===== src/rtl/divisor_frequencia_multicanal.sv =====
// divisor_frequencia_multicanal: shared prescaler + NUM_CH programmable
// divider channels. Each channel emits a one-cycle tick and a ~50% square
// wave, all in the clk domain (no derived clocks).
// Optional: define DIVISOR_TICK_COUNT_EN to add per-channel 8-bit tick
// counters on port tick_cnt.
module divisor_frequencia_multicanal #(
  parameter int PRESCALE = 50000000,
  parameter int NUM_CH   = 4,
  parameter int DIV_W    = 16,
  parameter int DEF_DIV  = 1
) (
  input  logic                                            clk,
  input  logic                                            rst,
  input  logic [NUM_CH-1:0]                               en,
  input  logic                                            load,
  input  logic [((NUM_CH > 1) ? $clog2(NUM_CH) : 1)-1:0]  load_ch,
  input  logic [DIV_W-1:0]                                load_div,
  output logic                                            fs,
  output logic [NUM_CH-1:0]                               tick,
  output logic [NUM_CH-1:0]                               wave
`ifdef DIVISOR_TICK_COUNT_EN
  ,
  output logic [NUM_CH*8-1:0]                             tick_cnt
`endif
);

  localparam int CW = (NUM_CH > 1) ? $clog2(NUM_CH) : 1;
  localparam int PW = (PRESCALE > 1) ? $clog2(PRESCALE) : 1;
  localparam logic [PW-1:0] PMAX = PW'(PRESCALE - 1);

  logic [PW-1:0] pre_cnt;
  logic          base;

  // base is the edge on which the prescaler wraps; channels advance on it
  // so their ticks line up with fs.
  assign base = (pre_cnt == PMAX);

  // Free-running prescaler; never gated by en.
  always_ff @(posedge clk) begin
    if (rst) begin
      pre_cnt <= '0;
      fs      <= 1'b0;
    end else begin
      fs      <= base;
      pre_cnt <= base ? '0 : pre_cnt + 1'b1;
    end
  end

  for (genvar i = 0; i < NUM_CH; i++) begin : g_ch
    localparam logic [DIV_W-1:0] RDIV = DIV_W'(DEF_DIV << i);

    logic [DIV_W-1:0] div, cnt, nxt, half;
    logic             ld, wrap, tick_r, wave_r;

    // Out-of-range load_ch never matches any channel, so it is ignored.
    assign ld   = load && (load_ch == CW'(i));
    assign nxt  = cnt + 1'b1;
    assign wrap = (cnt == div - 1'b1);
    // Wave drops once cnt reaches div - div/2, so odd divisors stay high
    // for ceil(div/2) base ticks and div=1 never drops.
    assign half = div - (div >> 1);

    // Channel divider: load beats wrap, div=0 parks the channel, en=0 holds.
    always_ff @(posedge clk) begin
      if (rst) begin
        div    <= RDIV;
        cnt    <= '0;
        tick_r <= 1'b0;
        wave_r <= 1'b0;
      end else if (ld) begin
        div    <= load_div;
        cnt    <= '0;
        tick_r <= 1'b0;
        wave_r <= 1'b0;
      end else if (div == '0) begin
        cnt    <= '0;
        tick_r <= 1'b0;
        wave_r <= 1'b0;
      end else if (base && en[i]) begin
        if (wrap) begin
          cnt    <= '0;
          tick_r <= 1'b1;
          wave_r <= 1'b1;
        end else begin
          cnt    <= nxt;
          tick_r <= 1'b0;
          if (nxt == half) wave_r <= 1'b0;
        end
      end else begin
        tick_r <= 1'b0;
      end
    end

    assign tick[i] = tick_r;
    assign wave[i] = wave_r;

`ifdef DIVISOR_TICK_COUNT_EN
    logic [7:0] tcnt;

    // Wrap-around count of emitted ticks; cleared by reset or a load.
    always_ff @(posedge clk) begin
      if (rst || ld) tcnt <= '0;
      else if (tick_r) tcnt <= tcnt + 1'b1;
    end

    assign tick_cnt[i*8 +: 8] = tcnt;
`endif
  end

endmodule

===== config.mk =====
export PLATFORM = sky130hd
export DESIGN_NAME = divisor_frequencia_multicanal
export DESIGN_NICKNAME = d
export VERILOG_FILES = /design/src/rtl/divisor_frequencia_multicanal.sv
export SDC_FILE = /design/constraint.sdc
export NUM_CORES = 1
export LEC_CHECK = 0
export CORE_MARGIN = 3
export CORE_UTILIZATION = 57
export DETAILED_ROUTE_END_ITERATION = 8
export GPL_TIMING_DRIVEN = 0
export PLACE_DENSITY = 0.78
export SETUP_SLACK_MARGIN = 0.3
export SLEW_MARGIN = 20
export SYNTH_ARGS = -nofsm -noshare
export SYNTH_HDL_FRONTEND = slang
export SYNTH_SLANG_ARGS = --single-unit
export TNS_END_PERCENT = 10

===== constraint.sdc =====
create_clock -name clk -period 6.5 [get_ports clk]
set_input_delay 1.95 -clock clk [delete_from_list [all_inputs] [get_ports clk]]
set_output_delay 1.95 -clock clk [all_outputs]
set_load 0.02 [all_outputs]

Word-level counts from Yosys, hierarchy flattened. Index checks and enable logic that the tools add are counted.

$add $sub $neg: 13. Reduce and logical (&&, ||, !) cells: 30. Bitwise logic cells: 4. Equality and inequality tests: 12. Muxes and demuxes: 16.

Operators with widths (number): equality test 16 bit (8); adder 16 x 1 -> 16 bit, second input constant (4); logical NOT 16 bit (4); two-way mux 16 bit (4); subtractor 16 x 1 -> 16 bit, second input constant (4); subtractor 16 x 15 -> 16 bit (4); adder 26 x 1 -> 26 bit, second input constant (1); equality test 26 bit, second input constant (1); OR reduction 4 bit (4); two-way mux 1 bit (12); OR reduction 3 bit (4); logical AND 1 bit (8); AND reduction 2 bit (4); nonzero test 2 bit (4); equality test 2 bit, second input constant (2); inverter 1 bit (4); equality test 2 x 1 -> 1 bit, second input constant (1); logical NOT 2 bit (1); OR reduction 2 bit (1).

Flip-flop bits (word level): 163. Output and inout bits: 9. Logic and storage cells: 93. Bits of input ports: 25.

Longest topological paths before layout. Gate-level depths: netlist of the first run.

Depth after elaboration: 4. Gate-level depth with buffers: 14. Gate-level depth less buffers: 13.

Worst setup path after synthesis of the first run. OpenSTA, ideal clock, no wires.

Path type: in2reg. Start: input load_ch[1] (netlist name). End: register g_ch[0].cnt[0]. Slack: 2.970 ns. Path buffers: 2. Stages on the path: 6. Setup time: 0.128 ns. Data required time: 6.372 ns. Data arrival time: 3.403 ns. Cell sequence: clkbuf_1 > nor3b_1 > nor2_1 > o21ai_1 > clkbuf_1 > nor2_1.

Longest elaborated chain between the ends: 3.

RTL lines: start: declaration (RTL line 16) `input logic [((NUM_CH > 1) ? $clog2(NUM_CH) : 1)-1:0] load_ch,`; logical NOT 2 bit (RTL line 56) `assign ld = load && (load_ch == CW'(i));`; logical AND 1 bit (RTL line 56); OR reduction 3 bit (no source line); end signal: assignment (RTL line 85) `cnt <= nxt;`; end: declaration (RTL line 52) `logic [DIV_W-1:0] div, cnt, nxt, half;`.

Every way passes these cells. A chain may end at the register's enable or synchronous reset.

Worst setup path in the final report of the first run.
Start: input load. End: register g_ch[0].cnt[4].

Longest elaborated chain between the ends: 2.

RTL lines: start: declaration (RTL line 15) `input logic load,`; logical AND 1 bit (RTL line 56); OR reduction 3 bit (no source line).

Every way passes these cells.

==> results of run 1 <==
flip-flops by register name, summed over array words and instances, names as in the netlist:
name and cells:
g_ch.cnt 64, g_ch.div 64, pre_cnt 26, g_ch.tick_r 4
g_ch.wave_r 4, fs 1
metrics by stage:
step / cell area [um^2] / hold slack [ps]
4_1_cts: 14940 / 494.6
2_1_floorplan: 13630 / 441.4
3_5_place_dp: 14340 / 477.1
6_report: 14940 / 490.9
5_1_grt: 14940 / 527.8
3_3_place_gp: 14330 / 460.0
power breakdown:
part	total [mW]	switching, mW	internal, mW
logic	0.570	0.322	0.248
clock network	1.06	0.472	0.589
registers	1.03	0.0204	1.01
Yosys cell counts (23+ instances only):
library cell / instances
nand2_1: 203
xnor2_1: 203
nor2_1: 168
dfxtp_1: 163
a21oi_1: 154
ha_1: 137
inv_1: 113
xor2_1: 85
o21ai_0: 56
nand3_1: 48
clkbuf_1: 45
nor3_1: 33
or3_1: 23
critical path, cell delays in order:
cell and delay (ps):
clkdlybuf4s50_1 600, nor3b_1 840, nor2_1 180, o21ai_1 480, clkbuf_1 450, nor2_1 90
worst max-delay path by stage:
stage | end | slack (ps) | cells after the start
6_report | g_ch[0].cnt[4] | 2210 | 6
5_1_grt | g_ch[0].cnt[3] | 2080 | 6
4_1_cts | g_ch[0].cnt[4] | 2230 | 6
3_5_place_dp | g_ch[0].cnt[5] | 1780 | 6
3_3_place_gp | g_ch[0].cnt[4] | 1710 | 6
2_1_floorplan | g_ch[0].cnt[0] | 2970 | 6
layer usage:
layer | global-route usage, % | vias up | routed length [um]
li1 | - | 6078 | -
met5 | 0 | - | 0
met2 | 44.47 | 332 | 15730
met3 | 3.353 | 83 | 1542
met1 | 35.02 | 5538 | 15600
met4 | 10.06 | 0 | 1228
cell families (layout without fill, tap and decap cells):
family	Yosys count	after routing	synth area share, %
AO/OA/AOI/OAI	327	327	14.30
XOR/XNOR	289	289	18.63
adder cells (fa/ha/maj)	141	141	13.17
buffers and inverters	191	254	5.767
flip-flops	163	163	23.95
multiplexers	8	8	0.5969
AND/OR/NAND/NOR	648	648	23.59
final cells by class:
class | instances | area, um^2
multi-input combinational | 1413 | 9585
tap | 313 | 391.6
clock buffer | 18 | 439.2
buffer | 78 | 361.6
sequential | 163 | 3263
clock inverter | 14 | 165.2
inverter | 113 | 424.2
fill | 1981 | 8113
timing repair buffer | 31 | 310.3
==> flow_summary.json, run 1 <==
{
  "holdBufCountCts": 0,
  "cts_setup_buffers": 0,
  "instances_no_fill": 2143,
  "grt_overflow_total": 0,
  "viasPerCell": 5.614,
  "core_area_um2": 23050,
  "syn_inst": 1767,
  "cts_tree": "yes",
  "synth_cell_types": 77,
  "drv_slew": 0,
  "cts_root_buf": "clkbuf_16",
  "drt_wl_total_mm": 34.10,
  "grt_pass1_wl_mm": 57.08,
  "finClkSkew_ps": 10.68,
  "clk_pin_slew_ps": 70,
  "fp-row-count": 55,
  "fmax_ghz": 0.2330,
  "hold_end": "g_ch[0].wave_r",
  "cp_max_fo": 10,
  "hp-class": "flop to flop",
  "syn-cell-area_um2": 13630,
  "dieArea_um2": 25800,
  "fin_util_pct": 64.81,
  "placedCellCount": 2111,
  "antennaDiodeCount": 0,
  "worst_pin_slew_ps": 988.7,
  "cap_violations": 0,
  "grt_util_all_layers_pct": 26.58,
  "ys_ff_latch": 163,
  "grt_setup_unrepaired": "no",
  "drive_gt1_share_pct": 5.683,
  "ios": 34,
  "layout_setup_ws_ps": 2209,
  "ys_seq_area_share_pct": 23.95,
  "async_reset_ff_share_pct": 0,
  "grt_max_degree": 17,
  "cts.sinks": 163,
  "critPathRequiredTime_ps": 6810,
  "drt_first_pass_iters": 6,
  "antenna_found_initial": 1,
  "syn_nets": 1933,
  "gp_congestion": 0.9181,
  "min_delay_path_depth": 1,
  "crit_arrival_ps": 4610,
  "r2r_slack_ps": 2880,
  "h-tree-depth": 4,
  "port_buffers": 31,
  "vias": 12030,
  "insertion_delay_ps": 440,
  "reg2regPathDepth": 13,
  "synthFlopType": "dfxtp_1",
  "setup_tns_ps": 0,
  "leakage_nw": 5.636,
  "finalHoldViolCount": 0,
  "final_cell_mix": "nand2_1, xnor2_1, nor2_1",
  "hold_path.startpoint": "g_ch[0].wave_r",
  "ir_drop_uv": 155.7,
  "path_class": "input port to flop",
  "yosys.area.top_type": "dfxtp_1",
  "nNetsFinal": 1983,
  "synth-edff-count": 0,
  "reg2reg_to": "g_ch[0].wave_r",
  "synth_top_cell_area_share_pct": 23.95,
  "synth_warnings": 0,
  "antenna_left": 0,
  "drtIter0Drc": 760,
  "setup_viol": 0,
  "start_util_pct": 59.10,
  "grt_pass1_vias": 11610,
  "cts_made_buffers": 17,
  "power.density_nw_per_um2": 178.4,
  "die_w_um": 160.6,
  "finalPower_mw": 2.665,
  "max-slew-margin-rel_pct": 33.94,
  "clockBufferDepth": 2,
  "post-route-period-util_pct": 66.02,
  "cp-start-kind": "input port",
  "syn_to_final_growth_pct": 9.651,
  "post-place-ws_ps": 1779,
  "cts-resized-gates": 0,
  "wl_per_cell_um": 15.91,
  "die_h_um": 160.6,
  "period_minus_slack_ps": 4291,
  "place_hpwl_mm": 26.58,
  "syn_area_per_cell_um2": 7.711,
  "status": "finished clean",
  "synth_area_leaders": "dfxtp_1, xnor2_1, ha_1, a21oi_1, nand2_1",
  "end_kind": "flop",
  "worst_r2r_startpoint": "g_ch[0].div[0]",
  "crit_start": "load",
  "drc_errors": 0
}
No activity file was read; power rests on OpenSTA's default activity.
==> inputs of run 2 (changes only) <==
Clock period 6.5 ns to 4.4 ns, I/O delays scaled along.
==> results of run 2 <==
The final DEF is identical to that of run 1. Status: finished clean.
Among the figures that moved: setup slack after placement 1779 ps -> 308.8 ps; setup slack after layout 2209 ps -> 738.8 ps; register-to-register setup slack 2880 ps -> 780 ps; total power 2.665 mW -> 3.936 mW; worst IR drop on VDD 155.7 uV -> 229.9 uV
==> inputs of run 3 (changes only) <==
Settings changed: PLACE_DENSITY 0.78 to 0.81.
Clock period 4.4 ns to 3.21 ns, I/O delays scaled along.
==> flow_summary.json, run 3 (synthesis gave the netlist of run 1 again) <==
{
  "status": "finished clean",
  "fillCellCount": 1806,
  "finalHoldViolCount": 0,
  "ir_drop_uv": 286.1,
  "grt_pass1_vias": 12180,
  "stdcell_area_um2": 15660,
  "cts_root_buf": "clkbuf_16",
  "critPathRequiredTime_ps": 3540,
  "clk_pin_slew_ps": 70,
  "post-route-period-util_pct": 99.59,
  "ios": 34,
  "cp_slowest_stage_delay_ps": 370,
  "insertion_delay_ps": 450,
  "hold_path.startpoint": "pre_cnt[0]",
  "fmax_ghz": 0.3128,
  "grt_max_degree": 17,
  "grt_overflow_total": 0,
  "reg2regPathDepth": 11,
  "clockBufferDepth": 2,
  "worst_pin_slew_ps": 659.8,
  "finClkSkew_ps": 13.08,
  "path_class": "flop to flop",
  "gp_congestion": 0.9973,
  "hold_end": "pre_cnt[0]",
  "die_h_um": 160.6,
  "viasPerCell": 5.762,
  "dieArea_um2": 25800,
  "crit_arrival_ps": 3530,
  "reg2reg_to": "g_ch[1].wave_r",
  "nNetsFinal": 2008,
  "leakage_nw": 5.936,
  "drc_errors": 0,
  "cts.sinks": 163,
  "core_area_um2": 23050,
  "fp-row-count": 55,
  "power.density_nw_per_um2": 350.4,
  "setup_tns_ps": 0,
  "cpMaxStageDelayCell": "dfxtp_1",
  "crit_buf_inv": 1,
  "setup_viol": 0,
  "cap_violations": 0,
  "r2r_slack_ps": 10,
  "syn_to_final_growth_pct": 14.94,
  "cp_max_fo": 5,
  "cts_made_buffers": 17,
  "antennaDiodeCount": 0,
  "hp-class": "flop to flop",
  "grt_util_all_layers_pct": 27.15,
  "port_buffers": 31,
  "dpl_cell_area_um2": 14360,
  "wl_per_cell_um": 16.69,
  "drive_gt1_share_pct": 12.72,
  "start_util_pct": 59.10,
  "grt_setup_unrepaired": "yes",
  "drtIter0Drc": 857,
  "antenna_left": 0,
  "cts_tree": "yes",
  "grt_pass1_wl_mm": 58.57,
  "final_cell_mix": "nand2_1, xnor2_1, nor2_1",
  "cp_top_family": "simple AND/OR/NAND/NOR gates",
  "worst_r2r_startpoint": "pre_cnt[15]",
  "drt_wl_total_mm": 36.19,
  "max-slew-margin-rel_pct": 56.01,
  "place_hpwl_mm": 26.21,
  "min_delay_path_depth": 1,
  "period_minus_slack_ps": 3197,
  "drv_slew": 0,
  "vias": 12490,
  "cp-start-kind": "flop",
  "largest_registers": "g_ch.cnt (64), g_ch.div (64), pre_cnt (26)",
  "end_kind": "flop",
  "drt_first_pass_iters": 6,
  "final_common_cell": "nand2_1",
  "antenna_found_initial": 0,
  "path_cells": "nor4bb_2, nand2_1, nor4_4, buf_4, nand2_2, nand4b_1, a2111oi_4, nand4_1, nor4_2, a41oi_2, or2_1",
  "die_w_um": 160.6,
  "h-tree-depth": 4
}
-- run 3: cell type report --
type	count	area, um^2	area share, %
well taps	313	391.6	2.501
plain buffers	78	399.1	2.549
clock inverters	13	137.6	0.8788
clock buffers	19	442.9	2.828
multi-input cells	1413	10050	64.20
repair buffers	56	498.0	3.180
inverters	113	426.7	2.724
flip-flops and latches	163	3311	21.14
-- run 3: how the worst max path moves through the flow --
stage	endpoint	start	depth (start not counted)	slack (ps)
after global placement	g_ch[1].wave_r	pre_cnt[0]	11	-560
final	g_ch[1].wave_r	pre_cnt[15]	11	10
after floorplan	g_ch[0].wave_r	g_ch[0].div[0]	13	320
after detailed placement	g_ch[0].cnt[0]	load	6	-520
after CTS	g_ch[1].cnt[11]	g_ch[1].div[7]	13	260
after global routing	g_ch[1].wave_r	pre_cnt[15]	11	-210
-- run 3: power by group --
part	internal, mW	switching (mW)	leakage [nW]	total [mW]
Combinational	0.577	0.739	4.33	1.32
Clock	1.12	0.962	0.273	2.08
Sequential	2.05	0.0433	1.33	2.09
Total	3.74	1.74	5.94	5.49
-- run 3: through the flow --
step	hold WS (ps)	worst slack, ps	utilization, %	power (mW)	cells
final	481.0	13.24	67.93	5.488	2168
after global routing	508.7	-208.6	67.93	5.697	2168
after CTS	479.9	262.0	66.32	5.394	2159
after detailed placement	468.9	-520.9	62.28	3.271	2111
after global placement	462.9	-555.3	62.25	3.242	2111
after floorplan	441.4	315.1	-	3.008	1767
-- run 3: what timing repair did --
| action | in CTS | in global routing |
|---|---|---|
| buffers inserted | 16 | 9 |
| gates resized for setup | 73 | 73 |
| endpoints found under the hold margin | 0 | 0 |
| endpoints found under the setup margin | 59 | 64 |
| pin swaps | 21 | 18 |
| cloned | 0 | 0 |
| hold buffers | 0 | 0 |
-- run 3: worst register-to-register path: stages (launching register included) --
cell and delay, ps:
dfxtp_1 370, nor4bb_2 370, nand2_1 190, nor4_4 270, buf_4 190, nand2_2 110, nand4b_1 320, a2111oi_4 370
nand4_1 160, nor4_2 340, a41oi_2 160, or2_1 240
-- run 3: layer usage --
metal | part of all wire (%) | global-route usage (%) | vias to the layer above
met5 | 0 | 0 | -
met4 | 4.6 | 13.41 | 0
met3 | 6.1 | 4.050 | 110
met2 | 47 | 45.80 | 478
met1 | 42 | 33.82 | 5777
li1 | - | - | 6128
